<file path="src/rtl/alu_share_sequencer.sv">
// alu_share_sequencer: round-robin arbiter that sequences one shared ALU through load, persist and capture
module alu_share_sequencer #(
  parameter int ALU_LAT = 2,
  parameter int OP_W = 6,
  parameter int DW = 8
) (
  input  logic            clk,
  input  logic            reset,
  input  logic            req0,
  input  logic [OP_W-1:0] op0,
  input  logic [DW-1:0]   a0,
  input  logic [DW-1:0]   b0,
  input  logic            req1,
  input  logic [OP_W-1:0] op1,
  input  logic [DW-1:0]   a1,
  input  logic [DW-1:0]   b1,
  output logic [1:0]      grant,
  output logic [1:0]      done,
  output logic [DW-1:0]   result,
  output logic [2:0]      alu_in_sel,
  output logic [DW-1:0]   alu_num1,
  output logic [DW-1:0]   alu_num2,
  output logic [OP_W-1:0] alu_out_sel,
  input  logic [DW-1:0]   alu_out,
  output logic [1:0]      state
);
  typedef enum logic [1:0] {IDLE = 2'b00, LOAD = 2'b01, EXEC = 2'b10, RESP = 2'b11} state_t;
  state_t st;
  logic last;
  logic owner;
  logic win;
  logic [3:0] cnt;
  assign win = (req0 && req1) ? !last : req1;
  assign state = st;
  // Arbitration and ALU sequencing; the ALU is reset alongside this block
  always_ff @(posedge clk or posedge reset) begin
    if (reset) begin
      st <= IDLE;
      alu_in_sel <= 3'b001;
      grant <= 2'b00;
      done <= 2'b00;
      result <= '0;
      alu_num1 <= '0;
      alu_num2 <= '0;
      alu_out_sel <= '0;
      last <= 1'b1;
      owner <= 1'b0;
      cnt <= '0;
    end else begin
      case (st)
        IDLE: begin
          if (req0 || req1) begin
            st <= LOAD;
            owner <= win;
            grant <= win ? 2'b10 : 2'b01;
            alu_in_sel <= 3'b010;
            alu_out_sel <= win ? op1 : op0;
            alu_num1 <= win ? a1 : a0;
            alu_num2 <= win ? b1 : b0;
          end else begin
            alu_in_sel <= 3'b000;
          end
        end
        LOAD: begin
          grant <= 2'b00;
          alu_in_sel <= 3'b100;
          cnt <= 4'(ALU_LAT - 1);
          st <= EXEC;
        end
        EXEC: begin
          if (cnt == 4'd0) begin
            result <= alu_out;
            done <= owner ? 2'b10 : 2'b01;
            alu_in_sel <= 3'b000;
            st <= RESP;
          end else begin
            cnt <= cnt - 4'd1;
          end
        end
        RESP: begin
          done <= 2'b00;
          last <= owner;
          st <= IDLE;
        end
      endcase
    end
  end
endmodule

</file>
<file path="config.mk">
export PLATFORM = sky130hd
export DESIGN_NAME = alu_share_sequencer
export DESIGN_NICKNAME = d
export VERILOG_FILES = /design/src/rtl/alu_share_sequencer.sv
export SDC_FILE = /design/constraint.sdc
export NUM_CORES = 1
export LEC_CHECK = 0
export ABC_AREA = 1
export CAP_MARGIN = 20
export CORE_AREA = 2 2 76 78
export DETAILED_ROUTE_END_ITERATION = 16
export DIE_AREA = 0 0 78 80
export PLACE_DENSITY = 0.77
export SLEW_MARGIN = 20
export SYNTH_ARGS = -nofsm -noshare
export SYNTH_HDL_FRONTEND = slang
export SYNTH_SLANG_ARGS = --single-unit
</file>
<file path="constraint.sdc">
create_clock -name clk -period 1.6 [get_ports clk]
set_clock_uncertainty 0.05 [all_clocks]
set_input_delay 0.24 -clock clk [delete_from_list [all_inputs] [get_ports clk]]
set_output_delay 0.24 -clock clk [all_outputs]
set_load 0.05 [all_outputs]
</file>
# Word-level counts from Yosys, hierarchy flattened
# Index checks and enable logic that the tools add are counted.
# word_totals
ff_bits,45
input_bits,56
out_inout_bits,39
# classes
add_sub_neg,1
n_eq_ne,6
n_mux,18
reduce_logical,16
# ops
op,n
$mux 8,2
$mux 2,7
$reduce_and 2->1,7
$pmux 3 s3,1
$pmux 2 s2,2
$pmux 2 s4,1
$pmux 4 s2,1
$mux 6,1
$ne 2x2->1 const B,3
$reduce_bool 2->1,3
$eq 2x2->1 const B,2
$logic_not 4->1,1
$mux 4,1
$sub 4x1->4 const B,1
$mux 3,1
$reduce_bool 3->1,1
$eq 2x1->1 const B,1
$logic_not 2->1,1
$logic_and 1x1->1,1
$logic_not 1->1,1
$logic_or 1x1->1,1
$mux 1,1

# Depth between registers and ports, before layout
# depth
depth_word,5
depth_mapped,9
depth_no_buf,7

# Worst setup path after synthesis
# Ideal clock, no wire load.
# synth_timing
path_type,reg2reg
from,"register st[0], in the netlist state[0]"
to,register cnt[2]
setup_ns,0.127
t_arrival_ns,1.639
slack_ns,-0.216
path_stages_with_launch,9
n_path_buf,2
synth_period_minus_slack_ns,1.816
cell_sequence,dfrtp_1 -> inv_1 -> ha_1 -> buf_2 -> nand3_1 -> buf_4 -> nand2_2 -> nand2_1 -> o21ai_0
# synth_between
elab_chain_cells,3
word_cells_on_any_way,6
cone_classes,eq/ne (3); mux (1); reduce/logical (2)
# synth_rtl
item,line,source
from (decl),28,state_t st;
from (signal assigned),38,st <= IDLE;
from (signal assigned),53,st <= LOAD;
from (signal assigned),68,st <= EXEC;
$eq 2x2->1 / $eq 2x1->1 (equally long branches),50,case (st)
$ne 2x2->1 (no line) / $reduce_bool 2->1 (equally long branches),-,
$reduce_and 2->1 (no line),-,
to (signal assigned),67,cnt <= 4'(ALU_LAT - 1);
to (signal assigned),77,cnt <= cnt - 4'd1;
to (decl),32,logic [3:0] cnt;
# Several ways; a longest one is shown, not always the timed one.
# A chain may end at the register's enable or synchronous reset.

# Worst setup path after layout
# layout_timing
from,"register st[1], in the netlist state[1]"
to,register alu_num2[3]
# layout_between
elab_chain_cells,2
# layout_rtl
item,line,source
$logic_not 2->1,50,
$reduce_and 2->1 (no line),-,
to (signal assigned),59,alu_num2 <= win ? b1 : b0;
to (decl),22,"output logic [DW-1:0] alu_num2,"
# Every way passes these cells.

==> impl_metrics.json <==
{
  "finalSetupViolations": 0,
  "final_common_cell": "nand2_1",
  "detail_route.iter0.violations": 84,
  "leakage_nw": 1.53,
  "drive_above_1_share_pct": 22.9,
  "clock_sinks": 45,
  "min_period_over_period_pct": 91.7,
  "placed_cell_area_um2": 3200,
  "syn_avg_cell_area_um2": 8.80,
  "fin_nets": 415,
  "die_h_um": 80,
  "htree_levels": 2,
  "yosys-top-cells-area": "dfrtp_1, nand2_1, nand3_1",
  "synth_cells": 250,
  "cp.required_ns": 1.76,
  "yosysUniqueCellTypes": 25,
  "vias": 2064,
  "status": "finished, final reports clean",
  "ant_nets": 0,
  "grt_max_degree": 46,
  "cts_made_buffers": 5,
  "crit_type": "register to register",
  "reg2reg_setup_slack_ns": 0.13,
  "core-area_um2": 5410,
  "powerDensity_nw_per_um2": 2240,
  "max-vdd-ir-drop_mv": 1.31,
  "fmax_mhz": 682,
  "diodes": 0,
  "grt.total_usage_pct": 18.8,
  "yosysTopAreaCell": "dfrtp_1",
  "yosys_register_bits": 45,
  "io_pins": 95,
  "grt_pass1_vias": 2050,
  "relSlewSlack_pct": 82.1,
  "fin_hold_ws_ns": 0.246,
  "cp-start-kind": "register",
  "min_path_type": "primary input to asynchronous set/reset pin",
  "final_area_um2": 3320,
  "drt-total-wl_um": 5750,
  "drc_errors": 0,
  "dp_slack_ns": -0.0146,
  "via_per_inst": 4.86,
  "synth_nets": 313,
  "dpl.hpwl_um": 4310,
  "cp.arrival_ns": 1.63,
  "mostFrequentLayoutCells": "nand2_1, clkdlybuf4s50_1, buf_4",
  "final_max_slew_viol_count": 0,
  "start_util_pct": 40.7,
  "drv_cap": 0,
  "worst_pin_slew_ns": 0.269,
  "rsz0062_at_grt": "false",
  "clkTransAtPathRegs_ns": 0.08,
  "row_count": 27,
  "critPathMaxFanout": 26,
  "layout_setup_ws_ns": 0.133,
  "clock_path_buffers": 2,
  "synth_area_um2": 2200,
  "cts_root_buffer": "clkbuf_8",
  "grt_pass1_wl_um": 9250,
  "antenna_found_initial": 0,
  "fp.dieW_um": 78,
  "end_kind": "register",
  "synth_top_area_share_pct": 48.9,
  "dieArea_um2": 6240,
  "ys_seq_area_share_pct": 51.3,
  "gp_routability_congestion": 0.762,
  "syn_to_final_growth_pct": 51.0,
  "hold_viol": 0,
  "drt_first_pass_iters": 4,
  "wl_per_cell_um": 13.5,
  "gr-total-overflow": 0,
  "fin_crit_ns": 1.47,
  "portBuffers": 94,
  "yosys_warnings": 0,
  "insertion_delay_ns": 0.30,
  "cts_tree": "built"
}
-- power by group --
part | leakage (nW) | total (mW) | switching (mW) | internal, mW
logic | 0.949 | 4.62 | 3.03 | 1.58
registers | 0.529 | 2.05 | 0.353 | 1.69
clock network | 0.0542 | 0.771 | 0.380 | 0.391
-- metrics by stage --
stage / instances / utilization [%] / power (mW) / TNS [ns]
finish: 425 / 61.4 / 7.44 / 0
floorplan: 250 / - / 5.15 / 0
global placement: 415 / 59.1 / 6.52 / 0
global route: 425 / 61.4 / 7.93 / 0
CTS: 423 / 61.0 / 7.42 / 0
detailed placement: 415 / 59.1 / 6.64 / -0.0601
-- layout make-up --
cell class                 count  area [µm²]
inverter                      19        72.6
timing repair buffer         108        1030
tap                           72        90.1
fill                         498        2080
clock buffer                   7        96.3
sequential                    45        1130
clock inverter                 1        5.00
multi-input combinational    173         898
-- worst paths after layout --
kind	start	end	depth (start not counted)
worst max-delay path	state[1]$_DFFE_PP0P_	alu_num2[3]$_DFFE_PP0P_	7
worst min-delay path	reset	alu_out_sel[2]$_DFFE_PP0P_	3
worst max register to register	state[1]$_DFFE_PP0P_	alu_num2[3]$_DFFE_PP0P_	7
worst min register to register	result[7]$_DFFE_PP0P_	result[7]$_DFFE_PP0P_	2
max in group asynchronous	reset	alu_in_sel[0]$_DFFE_PP1P_	3
min in group clk	alu_out[3]	result[3]$_DFFE_PP0P_	3
-- metal layers --
metal	GRT usage (%)	up-vias	share of wire [%]
li1	-	1028	-
met1	22.2	952	42
met2	33.4	78	50
met3	5.54	6	7.2
met4	4.74	0	0.73
met5	0	-	0
-- flip-flops by register name, summed over array words and instances (netlist names), 2 cells and up --
| register | count |
|---|---|
| alu_in_sel | 3 |
| alu_num1 | 8 |
| alu_num2 | 8 |
| alu_out_sel | 6 |
| cnt | 4 |
| done | 2 |
| grant | 2 |
| result | 8 |
| state | 2 |
-- cell usage after synthesis (all sizes together) --
| cell | instances |
|---|---|
| xor2 | 1 |
| nand2 | 67 |
| inv | 18 |
| a21boi | 1 |
| o21ai | 16 |
| dfrtp | 43 |
| a31oi | 22 |
| nand4 | 1 |
| buf | 13 |
| dfstp | 2 |
| ha | 7 |
| o21bai | 1 |
| nor2 | 28 |
| clkinv | 1 |
| nand3 | 29 |
-- worst max-delay path, cell delays in order (launching register included) --
cell	delay, ns
dfrtp_2	0.47
inv_2	0.09
ha_2	0.19
inv_2	0.06
nor2_8	0.14
buf_12	0.17
nor2_1	0.06
a31oi_1	0.15
-- cells by family after synthesis --
logic type | count (synthesis) | synth area share [%]
flops | 45 | 51.3
compound gates | 40 | 11.6
fa+ha+maj | 7 | 3.98
xor+xnor | 1 | 0.398
simple gates | 125 | 24.7
buf+inv | 32 | 7.96
-- timing repair --
item | in CTS | in global routing
setup endpoints to repair | 1 | 12
hold buffers | 0 | 0
resized for setup | 1 | 3
buffers inserted | 0 | 2
Power figures use the tool's default switching activity.
